==> src/rtl/axil_io_bridge.sv <==
// -----------------------------------------------------------------------------
// axil_io_bridge
//
// Bridges the soft CPU's single-outstanding IO bus onto an AXI4-Lite master
// port. Only one transaction is in flight at a time. AW and W are issued
// together and retire independently. B and R are fully handshaken. Read data
// is registered and held until the next read completes. Any non-OKAY response
// is reported on io_error.
//
// Optional feature, selected at compile time:
//   AXIL_IO_BRIDGE_TIMEOUT_EN - when defined, a 16-bit bus watchdog is
//                               compiled in. A transaction that is still
//                               open after TIMEOUT cycles is aborted and
//                               completes with io_error = 1.
//
// Parameters:
//   ADDR_W   address width of the IO bus and the AXI address channels
//   DATA_W   data width, 32 or 64; strobe width is DATA_W/8
//   TIMEOUT  watchdog limit in cycles, 1..65535 (watchdog builds only)
//
// Ports:
//   clk, rst_n                   clock (rising edge), synchronous active-low reset
//   io_addr_strobe               one-cycle transaction-start pulse
//   io_read_strobe               qualifies io_addr_strobe as a read
//   io_write_strobe              qualifies io_addr_strobe as a write
//   io_addr                      byte address
//   io_byte_enable               write byte lanes
//   io_write_data                write data
//   io_read_data                 read data, valid while io_ready is high
//   io_ready                     one-cycle completion pulse
//   io_error                     qualified by io_ready; SLVERR/DECERR/timeout
//   aw*/w*/b*/ar*/r*             AXI4-Lite master channels
// -----------------------------------------------------------------------------
module axil_io_bridge #(
    parameter int ADDR_W  = 32,
    parameter int DATA_W  = 32,
    parameter int TIMEOUT = 255
) (
    input  logic                  clk,
    input  logic                  rst_n,

    input  logic                  io_addr_strobe,
    input  logic                  io_read_strobe,
    input  logic                  io_write_strobe,
    input  logic [ADDR_W-1:0]     io_addr,
    input  logic [DATA_W/8-1:0]   io_byte_enable,
    input  logic [DATA_W-1:0]     io_write_data,
    output logic [DATA_W-1:0]     io_read_data,
    output logic                  io_ready,
    output logic                  io_error,

    output logic                  awvalid,
    input  logic                  awready,
    output logic [ADDR_W-1:0]     awaddr,
    output logic [2:0]            awprot,

    output logic                  wvalid,
    input  logic                  wready,
    output logic [DATA_W-1:0]     wdata,
    output logic [DATA_W/8-1:0]   wstrb,

    input  logic                  bvalid,
    output logic                  bready,
    input  logic [1:0]            bresp,

    output logic                  arvalid,
    input  logic                  arready,
    output logic [ADDR_W-1:0]     araddr,
    output logic [2:0]            arprot,

    input  logic                  rvalid,
    output logic                  rready,
    input  logic [DATA_W-1:0]     rdata,
    input  logic [1:0]            rresp
);

    localparam int STRB_W = DATA_W / 8;

    // Elaboration-time parameter sanity checks.
    if (!((DATA_W == 32) || (DATA_W == 64))) begin : g_bad_data_w
        $error("axil_io_bridge: DATA_W must be 32 or 64");
    end
    if ((TIMEOUT < 1) || (TIMEOUT > 65535)) begin : g_bad_timeout
        $error("axil_io_bridge: TIMEOUT must be in 1..65535");
    end

    typedef enum logic [2:0] {
        IDLE  = 3'd0,
        WRITE = 3'd1,
        WRESP = 3'd2,
        RADDR = 3'd3,
        RDATA = 3'd4
    } state_t;

    // Registered state and outputs
    state_t              state_r;
    logic [ADDR_W-1:0]   addr_r;
    logic [DATA_W-1:0]   wdata_r;
    logic [STRB_W-1:0]   wstrb_r;
    logic                awvalid_r;
    logic                wvalid_r;
    logic                arvalid_r;
    logic                bready_r;
    logic                rready_r;
    logic                io_ready_r;
    logic                io_error_r;
    logic [DATA_W-1:0]   io_read_data_r;

    // Next-state / control decode
    state_t              state_s;
    logic                awvalid_s;
    logic                wvalid_s;
    logic                arvalid_s;
    logic                bready_s;
    logic                rready_s;
    logic                io_ready_s;
    logic                io_error_s;
    logic                load_addr_s;
    logic                load_wr_s;
    logic                capture_rdata_s;
    logic                aw_hs_s;
    logic                w_hs_s;
    logic                timeout_s;

`ifdef AXIL_IO_BRIDGE_TIMEOUT_EN
    localparam logic [16:0] TIMEOUT_LIM = 17'(TIMEOUT);

    logic [15:0] wdog_cnt_r;

    // Watchdog counter: cleared while idle, counts every busy cycle.
    always_ff @(posedge clk) begin
        if (!rst_n) begin
            wdog_cnt_r <= 16'd0;
        end else if (state_r == IDLE) begin
            wdog_cnt_r <= 16'd0;
        end else begin
            wdog_cnt_r <= wdog_cnt_r + 16'd1;
        end
    end

    // The limit is reached in the cycle whose increment would land on
    // TIMEOUT. This makes the abort pulse appear TIMEOUT+1 cycles after
    // the strobe.
    assign timeout_s = (state_r != IDLE) &&
                       (({1'b0, wdog_cnt_r} + 17'd1) == TIMEOUT_LIM);
`else
    assign timeout_s = 1'b0;
`endif

    assign aw_hs_s = awvalid_r && awready;
    assign w_hs_s  = wvalid_r  && wready;

    // Next-state, handshake and completion decode.
    always_comb begin
        state_s         = state_r;
        awvalid_s       = awvalid_r;
        wvalid_s        = wvalid_r;
        arvalid_s       = arvalid_r;
        io_ready_s      = 1'b0;
        io_error_s      = 1'b0;
        load_addr_s     = 1'b0;
        load_wr_s       = 1'b0;
        capture_rdata_s = 1'b0;

        case (state_r)
            IDLE: begin
                if (io_addr_strobe && io_write_strobe) begin
                    load_addr_s = 1'b1;
                    load_wr_s   = 1'b1;
                    awvalid_s   = 1'b1;
                    wvalid_s    = 1'b1;
                    state_s     = WRITE;
                end else if (io_addr_strobe && io_read_strobe) begin
                    load_addr_s = 1'b1;
                    arvalid_s   = 1'b1;
                    state_s     = RADDR;
                end else begin
                    // Stray B/R beats are drained here and produce no completion.
                    state_s = IDLE;
                end
            end

            WRITE: begin
                if (aw_hs_s) begin
                    awvalid_s = 1'b0;
                end else begin
                    awvalid_s = awvalid_r;
                end
                if (w_hs_s) begin
                    wvalid_s = 1'b0;
                end else begin
                    wvalid_s = wvalid_r;
                end
                // A channel that is no longer valid has already been accepted.
                if ((aw_hs_s || !awvalid_r) && (w_hs_s || !wvalid_r)) begin
                    state_s = WRESP;
                end else begin
                    state_s = WRITE;
                end
            end

            WRESP: begin
                if (bvalid) begin
                    io_ready_s = 1'b1;
                    io_error_s = (bresp != 2'b00);
                    state_s    = IDLE;
                end else begin
                    state_s = WRESP;
                end
            end

            RADDR: begin
                if (arvalid_r && arready) begin
                    arvalid_s = 1'b0;
                    state_s   = RDATA;
                end else begin
                    state_s = RADDR;
                end
            end

            RDATA: begin
                if (rvalid) begin
                    capture_rdata_s = 1'b1;
                    io_ready_s      = 1'b1;
                    io_error_s      = (rresp != 2'b00);
                    state_s         = IDLE;
                end else begin
                    state_s = RDATA;
                end
            end

            default: begin
                awvalid_s = 1'b0;
                wvalid_s  = 1'b0;
                arvalid_s = 1'b0;
                state_s   = IDLE;
            end
        endcase

        // Watchdog abort. A response arriving in the same cycle has already
        // raised io_ready_s and takes priority.
        if (timeout_s && !io_ready_s) begin
            awvalid_s       = 1'b0;
            wvalid_s        = 1'b0;
            arvalid_s       = 1'b0;
            capture_rdata_s = 1'b0;
            io_ready_s      = 1'b1;
            io_error_s      = 1'b1;
            state_s         = IDLE;
        end else begin
            io_ready_s = io_ready_s;
        end

        // Response readies follow the state being entered so they stay registered.
        bready_s = (state_s == IDLE) || (state_s == WRESP);
        rready_s = (state_s == IDLE) || (state_s == RDATA);
    end

    // FSM state, channel valids, response readies and completion flags.
    always_ff @(posedge clk) begin
        if (!rst_n) begin
            state_r    <= IDLE;
            awvalid_r  <= 1'b0;
            wvalid_r   <= 1'b0;
            arvalid_r  <= 1'b0;
            bready_r   <= 1'b1;
            rready_r   <= 1'b1;
            io_ready_r <= 1'b0;
            io_error_r <= 1'b0;
        end else begin
            state_r    <= state_s;
            awvalid_r  <= awvalid_s;
            wvalid_r   <= wvalid_s;
            arvalid_r  <= arvalid_s;
            bready_r   <= bready_s;
            rready_r   <= rready_s;
            io_ready_r <= io_ready_s;
            io_error_r <= io_error_s;
        end
    end

    // Transaction address/data latches, loaded only on an accepted strobe.
    always_ff @(posedge clk) begin
        if (!rst_n) begin
            addr_r  <= {ADDR_W{1'b0}};
            wdata_r <= {DATA_W{1'b0}};
            wstrb_r <= {STRB_W{1'b0}};
        end else begin
            if (load_addr_s) begin
                addr_r <= io_addr;
            end
            if (load_wr_s) begin
                wdata_r <= io_write_data;
                wstrb_r <= io_byte_enable;
            end
        end
    end

    // Read data register: updated only when a read completes with data.
    always_ff @(posedge clk) begin
        if (!rst_n) begin
            io_read_data_r <= {DATA_W{1'b0}};
        end else if (capture_rdata_s) begin
            io_read_data_r <= rdata;
        end
    end

    assign awaddr       = addr_r;
    assign araddr       = addr_r;
    assign awprot       = 3'b000;
    assign arprot       = 3'b000;
    assign awvalid      = awvalid_r;
    assign wvalid       = wvalid_r;
    assign wdata        = wdata_r;
    assign wstrb        = wstrb_r;
    assign arvalid      = arvalid_r;
    assign bready       = bready_r;
    assign rready       = rready_r;
    assign io_ready     = io_ready_r;
    assign io_error     = io_error_r;
    assign io_read_data = io_read_data_r;

endmodule

==> config.mk <==
export PLATFORM = sky130hd
export DESIGN_NAME = axil_io_bridge
export DESIGN_NICKNAME = d
export VERILOG_FILES = /design/src/rtl/axil_io_bridge.sv
export SDC_FILE = /design/constraint.sdc
export NUM_CORES = 1
export LEC_CHECK = 0
export CORE_MARGIN = 3
export CORE_UTILIZATION = 38
export DETAILED_ROUTE_END_ITERATION = 16
export PLACE_DENSITY = 0.9
export SLEW_MARGIN = 15
export SYNTH_ARGS = -nofsm -noshare
export SYNTH_HDL_FRONTEND = slang
export SYNTH_SLANG_ARGS = --single-unit
export TNS_END_PERCENT = 20
==> constraint.sdc <==
create_clock -name clk -period 1.8 [get_ports clk]
set_input_delay 0.45 -clock clk [delete_from_list [all_inputs] [get_ports clk]]
set_output_delay 0.45 -clock clk [all_outputs]
set_load 0.01 [all_outputs]
### Word level (Yosys, flattened, before mapping)

Cells that the tools add are included.

| storage, ports and cells | value |
|---|---|
| flip-flop bits (word level) | 110 |
| input bits | 114 |
| output and inout bits | 145 |

| operators by class | value |
|---|---|
| eq/ne operators | 12 |
| mux-type cells | 28 |
| bitwise operators | 2 |
| reduce and logical (&&, ||, !) cells | 21 |

Operators by type and width:

| cell | count |
|---|---|
| 1-bit 2-to-1 mux | 16 |
| 3-bit case mux with 5 select lines | 1 |
| 2-bit != test (second input constant) | 6 |
| 3-bit by 2-bit == test with 1-bit output (second input constant) | 3 |
| 1-bit case mux with 3 select lines | 3 |
| 2-bit 2-to-1 mux | 4 |
| 3-bit == test (second input constant) | 2 |
| 1-bit logical AND | 6 |
| 3-bit logical NOT | 2 |
| 3-bit 2-to-1 mux | 2 |
| 3-bit AND reduction | 2 |
| 3-bit OR reduction | 2 |
| 1-bit logical OR | 4 |
| 1-bit case mux with 2 select lines | 2 |
| 4-bit AND reduction | 1 |
| 2-bit nonzero test | 2 |
| 3-bit by 1-bit == test with 1-bit output (second input constant) | 1 |
| 1-bit logical NOT | 2 |
| 1-bit NOT | 2 |

### Depth between registers and ports, before layout

Gate-level depths: netlist (run 1).

| logic depth | value |
|---|---|
| word-level depth | 7 |
| mapped depth | 7 |
| mapped depth without buffers | 4 |

### Least setup slack after synthesis (run 1)

No wires, ideal clock.

| path | value |
|---|---|
| path type | in2reg |
| start point | input port io_addr_strobe |
| end point | register wdata_r[10], in the netlist wdata[10] |
| setup time | 70 ps |
| arrival time | 1311 ps |
| required time | 1730 ps |
| path slack | 419 ps |
| cell stages on the path | 6 |
| path through | nor4b_4 and2_1 buf_4 buf_2 nand2_1 a21boi_1 |

| on the way | value |
|---|---|
| word-level cells in the longest chain between the ends | 3 |

Ends and longest elaborated chain:

| element | line | source |
|---|---|---|
| start: declaration | 42 | `input logic io_addr_strobe,` |
| 1-bit logical AND | 167 | `if (io_addr_strobe && io_write_strobe) begin` |
| 1-bit 2-to-1 mux | 167 |  |
| 1-bit 2-to-1 mux | 165 | `case (state_r)` |
| end signal: assignment | 286 | `wdata_r <= {DATA_W{1'b0}};` |
| end signal: assignment | 293 | `wdata_r <= io_write_data;` |
| end: declaration | 98 | `logic [DATA_W-1:0] wdata_r;` |

No other way between the ends.
A chain may end at the register's enable or synchronous reset.

### Worst setup path after layout (run 1)

| path | value |
|---|---|
| start point | register wvalid_r, in the netlist wvalid |
| end point | output port wvalid |

RTL lines:

| element | line | source |
|---|---|---|
| start: declaration | 101 | `logic wvalid_r;` |
| start signal: assignment | 273 | `wvalid_r <= wvalid_s;` |
| end: declaration | 57 | `output logic wvalid,` |

No word-level cell between the ends.

==> results.md, run 1 <==
* Post-Synth Adder-Cell Area at 0%
* Die footprint at about 0.013 mm^2
* Final Worst Setup Slack at approximately 0.065 ns
* CP Capture Type: output port
* Post-Syn Area at between 0.004 and 0.005 mm^2
* CP max stage delay at roughly 0.58 ns
* Die height at 114 um
* Post-route cell area at 0.00718 mm^2
* Post-synthesis simple-gate area fraction at between 20% and 30%
* Row cnt at 38
* Yosys top cell area share at about half
* Cell Area, Placed at between 0.006 and 0.007 mm^2
* Max H-tree Level at 3
* Root Buffer Master: clkbuf_16
* Crit-path cells: clkdlybuf4s50_1
* Worst hold slack at 0.430 ns
* Ports at about 260
* Via density at 4.79
* Syn avg cell area at between 8 and 9 um^2
* R2r setup slk at about 0.2 ns
* Max VDD drop at approximately 570 uV
* Static Leak at approximately 2.6 nW
* Crit path max-delay cell type: clkdlybuf4s50_1
* Fill cells at 868
* Setup violators final at 0
* Initial antenna violation count at 0
* Worst EP arrival at about 1.3 ns
* Crit share post-route at a little over nine tenths
* Ranking of synthesized cells by area: dfxtp_1 (50%), nand2_1 (17%), a21boi_0 (11%)
* Worst Hold Class: primary input to flop
* Ys async rst share at 0%
* R2R cell count at 5
* Detailed Route WL at around 13 mm
* CTS tree: yes
* Fmax at 576 MHz
* DP Worst Slack at -0.206 ns
* Placeable Area at ~0.011 mm^2
* WS Path Type: flop to output port
* Netlist cell types at 32
* Worst EP required at approximately 1.4 ns
* Worst Hold Depth at 2
* Port-buffer cells at roughly 250
* Hold Path Sink: wdata[30]
* Vias in the first global route at between 4,000 and 5,000
* CP max FO at 3
* Crit-path leading delay family: buffers and inverters
* Pwr/cell area at 789 mW/mm^2
* Initial core utilization at roughly 40%
* Iteration count of the initial detailed-routing pass at 4
* Worst r2r src: state_r[0]
* Final layout net count at roughly 850
* Leading cell type by number of instances after synthesis: nand2_1
* Largest net degree at the start of global routing at between 40 and 50
* Setup Buffers After CTS at 0
* Maxcap violations at 0
* CTS buffer count at 9
* Routed len/inst at 14.7 um
* Die Width at 114 um
* GR Overflow Total at 0
* Post-synth EDFFs at 0
* Synth Warn # at 0
* Final core occ at about 65%
* Multiplexer area fraction after synthesis at 0%
* Placed cells at approximately 870
* Largest family of logic cells by synthesized area: simple AND/OR/NAND/NOR gates
* Non-Filler Instances at 883
* Post-route total power at about 5.7 mW
* Clock net sink count at 110
* Register area share after synthesis at slightly below 50%
* Setup Skew at slightly above 0.009 ns
* DRC Markers at 0
* Worst R2R End: araddr[13]
* Clock Path Buffers at 2
* Synth area leader: dfxtp_1
* Total Negative Setup Slacks at 0 ns
* RePlAce Congestion at 0.850
* Cells after Synth at 530
* Fin. max-slew vios at 0
* Area grow syn2layout at 61.6%
* Clock Latency Late Sink at 0.34 ns
* Initial DRC Count at 287
* Antenna fix cells at 0
* Antenna-violating nets left at 0
* Post-synthesis compound-gate area fraction at 19.7%
* Yosys reg bits at 110
* RSZ-0062 raised after global routing: false
* Clock transition at path regs at roughly 0.07 ns
* First-pass GRT wire length at roughly 20 mm
* Via count at 4,226
* Worst setup SP type: flop
* Layout cells sized above 1 at ~4.0%
* Status: finished, final reports clean
* Detail Placement HPWL at roughly 10 mm
* Post-synth top cells: nand2_1 (204), dfxtp_1 (110), a21boi_0 (67), buf_4 (42), a21boi_1 (34)
* Worst path buffer plus inverter count at 1
* Ys flop type: dfxtp_1
* XOR/XNOR Fraction of Synth Area at 0%
* Fin crit period at roughly 1.7 ns
* Final Hold Fails at 0
* Hold path start: rst_n
* Tot GR Track Use at 19.7%
## power breakdown
part	internal, mW	total, mW	switching [mW]
Combinational	0.603	0.994	0.391
Clock	1.21	2.05	0.835
Sequential	2.54	2.62	0.0791
Total	4.36	5.66	1.31
## cells by family after synthesis
logic type | count (synthesis)
simple gates | 227
other cells | 1
flops | 110
buf+inv | 73
compound gates | 119
## cells in the final DEF, fill, tap and decap left out, types with 2 or more instances in the layout
cell type        count
a21boi_1            34
conb_1               6
buf_12               5
a21boi_0            67
clkdlybuf4s50_1    250
o21ai_0              5
and4_1               2
dfxtp_1            109
a31oi_1              2
clkbuf_16            9
buf_4                7
bufinv_16            2
and3_1               2
a21oi_1              4
nand3_1              3
nor2_1               5
nand2_1            204
inv_1                2
nor2b_1              3
clkbuf_1             2
## sequential cells by signal, summed over array words and instances (netlist names)
register,flops
state_r,3
rready,1
bready,1
arvalid,1
araddr,32
io_error,1
io_ready,1
wvalid,1
awvalid,1
io_read_data,32
wdata,32
wstrb,4
## area by class of cell
class	count	area [um^2]	area share [%]
Timing Repair Buffer	264	2670	37.2
Tap cell	140	175	2.44
Inverter	2	7.51	0.105
Multi-Input combinational cell	352	1820	25.3
Clock buffer	11	233	3.24
Sequential cell	110	2200	30.7
Clock inverter	4	72.6	1.01
## worst reg2reg max path, stage by stage, from the launching register on
cell and delay, ns:
dfxtp_1 0.42, nor4b_4 0.36, o21a_1 0.22, buf_12 0.19
nand2_1 0.09, a21boi_0 0.22
## routing by layer
| metal | wire length (um) | up-vias | global-route usage [%] |
|---|---|---|---|
| li1 | - | 2091 | - |
| met1 | 4810 | 1940 | 21.3 |
| met2 | 6710 | 164 | 35.0 |
| met3 | 1040 | 31 | 5.66 |
| met4 | 464 | 0 | 9.98 |
| met5 | 0 | - | 0 |
## how the worst max path moves through the flow
stage	cells past startpoint	start	endpoint	slack [ns]
4_1_cts	1	araddr[11]	awaddr[11]	0.02
2_1_floorplan	6	io_addr_strobe	wdata[10]	0.42
3_3_place_gp	6	io_addr_strobe	wdata[15]	-0.1
6_report	1	wvalid	wvalid	0.06
3_5_place_dp	6	io_addr_strobe	araddr[13]	-0.21
5_1_grt	1	wvalid	wvalid	0.01
## repair_timing
item | in CTS | in global routing
setup endpoints to repair | 1 | 2
hold buffers | 0 | 0
gates resized for setup | 1 | 1
Power figures use the tool's default switching activity.
==> run 2, diff against run 1 <==
- MAX_ROUTING_LAYER: not set -> met4
==> run 2 against run 1 <==
  * Clock-buffer cell count unchanged
  * Clock skew is essentially flat
  * Via count rose by 0.31%
  * Highest routed layer unchanged
==> results.md, run 2 (same netlist as run 1, synthesis figures left out) <==
* Status: finished, final reports clean
* WS Path Type: flop to output port
* Crit path max-delay cell type: clkdlybuf4s50_1
* Setup violators final at 0 (unchanged)
* Placeable Area at 0.0111 mm^2 (unchanged)
* Fin. max-slew vios at 0 (unchanged)
* Crit-path cells: clkdlybuf4s50_1
* Seq pwr share at 46.3% (about the same)
* Detailed Route WL at 13.1 mm (+0.31%)
* Via density at 4.80 (+0.31%)
* Worst path buffer plus inverter count at 1 (unchanged)
* Antenna-violating nets left at 0 (unchanged)
* CP max FO at 3 (unchanged)
* Most frequent cells in the layout: clkdlybuf4s50_1 (250), nand2_1 (204), dfxtp_1 (109)
* Tot GR Track Use at 20.2% (+0.51 points)
* R2r setup slk at 0.19 ns (about the same)
* Clock net sink count at 110 (unchanged)
* Worst EP required at 1.35 ns (about the same)
* CP Capture Type: output port
* Comb power frac at 17.6% (about the same)
* Worst r2r src: state_r[0]
* Port-buffer cells at 252 (unchanged)
* Die Width at 114 um (unchanged)
* Post-route total power at 5.66 mW (about the same)
* Static Leak at 2.55 nW (unchanged)
* Layout cells sized above 1 at 4.04% (unchanged)
* Initial DRC Count at 308 (+7.3%)
* R2R cell count at 5 (unchanged)
* Hold path start: rst_n
* Worst Hold Class: primary input to flop
* Hold Path Sink: wdata[30]
* # hold bufs at CTS at 0 (unchanged)
* Crit share post-route at 96.1% (-0.29 points)
* Worst R2R End: araddr[13]
* Cell Area, Placed at 0.00687 mm^2 (unchanged)
* Antenna fix cells at 0 (unchanged)
* Setup Buffers After CTS at 0 (unchanged)
* Power Internal at 4.36 mW (about the same)
* Non-Filler Instances at 883 (unchanged)
* Worst EP arrival at 1.28 ns (about the same)
* Worst Hold Depth at 2 (unchanged)
* Fin crit period at 1.73 ns (-0.00519 ns)
* Area grow syn2layout at 61.6% (unchanged)
* Ports at 259 (unchanged)
* Fmax at 578 MHz (+0.30%)
* Commonest non-fill, non-tap cell in the layout: clkdlybuf4s50_1
* Maxcap violations at 0 (unchanged)
* Worst hold slack at 0.434 ns (+0.00392 ns)
* Detail Placement HPWL at 10.0 mm (unchanged)
* RePlAce Congestion at 0.863 (+1.6%)
* CTS buffer count at 9 (unchanged)
* Switching power at 1.31 mW (+0.18%)
* Die height at 114 um (unchanged)
* GR Overflow Total at 0 (unchanged)
* Clock power frac at 36.1% (about the same)
* Row cnt at 38 (unchanged)
* Final Worst Setup Slack at 0.0700 ns (+0.00519 ns)
* CP max stage delay at 0.58 ns (about the same)
* Switching Share at 23.1% (+0.031 points)
* Clock transition at path regs at 0.07 ns (about the same)
* Vias in the first global route at 4,222 (+0.45%)
* Via count at 4,239 (+0.31%)
* DP Worst Slack at -0.206 ns (unchanged)
* Clock Latency Late Sink at 0.34 ns (about the same)
* Iteration count of the initial detailed-routing pass at 4 (unchanged)
* Routed len/inst at 14.8 um (+0.31%)
* Die footprint at 0.0130 mm^2 (unchanged)
* First-pass GRT wire length at 20.4 mm (-0.47%)
* Post-route cell area at 0.00718 mm^2 (unchanged)
* Crit-path leading delay family: buffers and inverters
* CTS tree: yes
* Clock Path Buffers at 2 (unchanged)
* Max H-tree Level at 3 (unchanged)
* Final layout net count at 853 (unchanged)
* Largest net degree at the start of global routing at 43 (unchanged)
* Worst setup SP type: flop
* Initial core utilization at 39.9% (unchanged)
* Final Hold Fails at 0 (unchanged)
* DRC Markers at 0 (unchanged)
* Pwr/cell area at 789 mW/mm^2 (about the same)
* Placed cells at 868 (unchanged)
* Setup Skew at 0.00951 ns (+0.000394 ns)
* Root Buffer Master: clkbuf_16
* Initial antenna violation count at 0 (unchanged)
* Max VDD drop at 568 uV (+0.44%)
* RSZ-0062 raised after global routing: false
-- run 2: cell counts in the layout (fill, tap and decap cells not counted) --
No cell type changed its count.
-- run 2: worst max-delay path by stage --
| stage | start | to | depth (start not counted) |
|---|---|---|---|
| after floorplan | io_addr_strobe | wdata[10] | 6 |
| after detailed placement | io_addr_strobe | araddr[13] | 6 |
| final | wvalid | wvalid | 1 |
| after CTS | araddr[11] | awaddr[11] | 1 |
| after global routing | wvalid | wvalid | 1 |
| after global placement | io_addr_strobe | wdata[15] | 6 |
-- run 2: through the flow --
stage / setup TNS (ns) / util [%]
finish: 0 / 64.5
global route: 0 / 64.5
CTS: 0 / 64.5
detailed placement: -8.75 / 61.8
global placement: -3.40 / 61.8
floorplan: 0 / -
-- run 2: metal layers --
metal  GRT usage, %  share of wire [%]
met1           21.7                 38
met2           35.1                 52
met3           4.49                6.5
met4           10.2                3.4
met5              -                  0
-- run 2: power by group through the flow --
stage	Combinational (mW)	Sequential (mW)	Clock [mW]
floorplan	0.380	2.71	0
global placement	0.982	2.67	0
detailed placement	1.00	2.68	0
CTS	1.00	2.62	2.12
global route	1.07	2.64	2.20
finish	0.996	2.62	2.05
-- run 2: final cells by class --
| type | count | area (um^2) |
|---|---|---|
| clock inverter | 4 | 72.6 |
| fill | 868 | 3950 |
| timing repair buffer | 264 | 2670 |
| sequential | 110 | 2200 |
| multi-input combinational | 352 | 1820 |
| inverter | 2 | 7.51 |
| clock buffer | 11 | 233 |
| tap | 140 | 175 |
-- run 2: repair_timing --
action,in CTS,in global routing
setup endpoints to repair,1,2
hold endpoints to repair,0,0
resized for setup,1,1
==> run 3, diff against run 2 <==
- CORE_ASPECT_RATIO: not set -> 0.6
- PLACE_DENSITY: 0.9 -> 0.81
==> run 3 against run 2 <==
  * Clock skew decreased by 0.0012 ns
  * Via count about the same
  * Clock-buffer cell count decreased by 2
  * Clock power increased by 18%
  * Setup slack improved by 0.0069 ns
  * First-iteration DRC count decreased by 53%
  * Worst hold slack improved by 0.022 ns
  * Largest power group unchanged
==> results.md, run 3 (same netlist as run 1, synthesis figures left out) <==
* Fin crit period at 1.72 ns (-0.00687 ns)
* Worst Hold Class: flop to flop
* CTS tree: yes
* Setup Skew at 0.00831 ns (-0.00120 ns)
* GR Overflow Total at 0 (unchanged)
* Setup Buffers After CTS at 0 (unchanged)
* Worst Hold Depth at 2 (unchanged)
* Status: finished, final reports clean
* Fin. max-slew vios at 0 (unchanged)
* Pwr/cell area at 829 mW/mm^2 (+5.0%)
* Die height at 89.7 um (-21%)
* Worst r2r src: state_r[0]
* Placeable Area at 0.0110 mm^2 (-1.5%)
* Most frequent cells in the layout: clkdlybuf4s50_1 (250), nand2_1 (204), dfxtp_1 (110)
* Fmax at 580 MHz (+0.40%)
* WS Path Type: flop to output port
* Antenna-violating nets left at 0 (unchanged)
* Tot GR Track Use at 19.8% (-0.43 points)
* R2r setup slk at 0.21 ns (+0.02 ns)
* R2R cell count at 5 (unchanged)
* Worst setup SP type: flop
* Routed len/inst at 14.5 um (-1.7%)
* Worst path buffer plus inverter count at 1 (unchanged)
* Final core occ at 66.3% (+1.8 points)
* Static Leak at 2.61 nW (+2.2%)
* Port-buffer cells at 252 (unchanged)
* Post-route cell area at 0.00727 mm^2 (+1.2%)
* Via density at 4.70 (-2.0%)
* Fill cells at 901 (+3.8%)
* Crit path max-delay cell type: clkdlybuf4s50_1
* Crit share post-route at 95.7% (-0.38 points)
* Initial DRC Count at 146 (-53%)
* Die Width at 146 um (+28%)
* Initial antenna violation count at 1 (+1)
* Post-CTS Resized at 0 (-1)
* Final Worst Setup Slack at 0.0768 ns (+0.00687 ns)
* # hold bufs at CTS at 0 (unchanged)
* Row cnt at 29 (-24%)
* Detailed Route WL at 13.1 mm (+0.41%)
* Hold path start: wdata[30]
* Clock transition at path regs at 0.08 ns (about the same)
* CTS buffer count at 9 (unchanged)
* Vias in the first global route at 4,119 (-2.4%)
* DP Worst Slack at -0.191 ns (+0.0150 ns)
* Initial core utilization at 40.5% (+0.61 points)
* Multi-input gate area at 0.00182 mm^2 (unchanged)
* Worst EP arrival at 1.27 ns (about the same)
* Root Buffer Master: clkbuf_16
* RSZ-0062 raised after global routing: false
* Clock Latency Late Sink at 0.34 ns (about the same)
* Layout cells sized above 1 at 4.56% (+0.52 points)
* Cell Area, Placed at 0.00690 mm^2 (+0.31%)
* Commonest non-fill, non-tap cell in the layout: clkdlybuf4s50_1
* Worst EP required at 1.35 ns (about the same)
* Final Hold Fails at 0 (unchanged)
* Sequential cell area at 0.00220 mm^2 (about the same)
* CP max stage delay at 0.56 ns (-0.02 ns)
* Clock net sink count at 110 (unchanged)
* Area grow syn2layout at 63.6%
* Worst hold slack at 0.456 ns (+0.0221 ns)
* Iteration count of the initial detailed-routing pass at 4 (unchanged)
* Ports at 259 (unchanged)
* Max VDD drop at 491 uV (-14%)
* Clock Path Buffers at 2 (unchanged)
* First-pass GRT wire length at 20.9 mm (+2.2%)
* CP Capture Type: output port
* DRC Markers at 0 (unchanged)
* Crit-path cells: clkdlybuf4s50_1
* Hold Path Sink: wdata[30]
* Crit-path leading delay family: buffers and inverters
* Final layout net count at 855 (+0.23%)
* Setup violators final at 0 (unchanged)
* Die footprint at 0.0131 mm^2 (+0.33%)
* Max H-tree Level at 3 (unchanged)
* Largest net degree at the start of global routing at 58 (+35%)
* Via count at 4,243 (+0.094%)
* Detail Placement HPWL at 10.1 mm (+0.17%)
* Worst R2R End: araddr[19]
* CP max FO at 3 (unchanged)
* Maxcap violations at 0 (unchanged)
* RePlAce Congestion at 0.777 (-10%)
[run 3: changes by cell type in the layout (fill, tap and decap cells not counted), moves of 2 or more]
| cell | delta |
|---|---|
| inv_6 | +2 |
| buf_4 | +3 |
| clkbuf_1 | -2 |
| bufinv_16 | +2 |
[run 3: metrics by stage]
stage                     total power, mW  cells  TNS, ns
final                                6.02    902        0
after detailed placement             3.67    885   -10.39
after floorplan                      3.09    535        0
after CTS                            6.10    901        0
after global placement               3.65    885    -7.84
after global routing                 6.27    902        0
[run 3: worst max-delay path by stage]
| stage | from | endpoint | slack (ns) | cells past startpoint |
|---|---|---|---|---|
| 4_1_cts | arvalid | arvalid | 0.02 | 1 |
| 3_3_place_gp | io_addr_strobe | wdata[15] | -0.18 | 6 |
| 3_5_place_dp | io_addr_strobe | wdata[17] | -0.19 | 6 |
| 5_1_grt | araddr[26] | awaddr[26] | 0.006 | 1 |
| 6_report | araddr[28] | araddr[28] | 0.08 | 1 |
| 2_1_floorplan | io_addr_strobe | wdata[10] | 0.42 | 6 |
[run 3: routing by layer]
| layer | routed length [um] | GRT usage (%) | share of wire, % | up-vias |
|---|---|---|---|---|
| met3 | 1110 | 7.54 | 8.4 | 16 |
| met1 | 5360 | 21.6 | 41 | 1952 |
| met2 | 6430 | 34.3 | 49 | 180 |
| met5 | 0 | - | 0 | - |
| met4 | 214 | 4.90 | 1.6 | 0 |
| li1 | - | - | - | 2095 |
[run 3: cell type report]
cell class	instances	area share, %
flip-flops and latches	110	30.3
repair buffers	266	36.8
inverters	2	0.103
clock inverters	7	1.96
well taps	155	2.67
diodes	1	0.0344
multi-input cells	352	25.0
clock buffers	9	3.10
[run 3: report_power, final]
part	switching (mW)	internal, mW
sequential	0.0796	2.54
clock	0.899	1.51
combinational	0.395	0.599
total	1.37	4.65
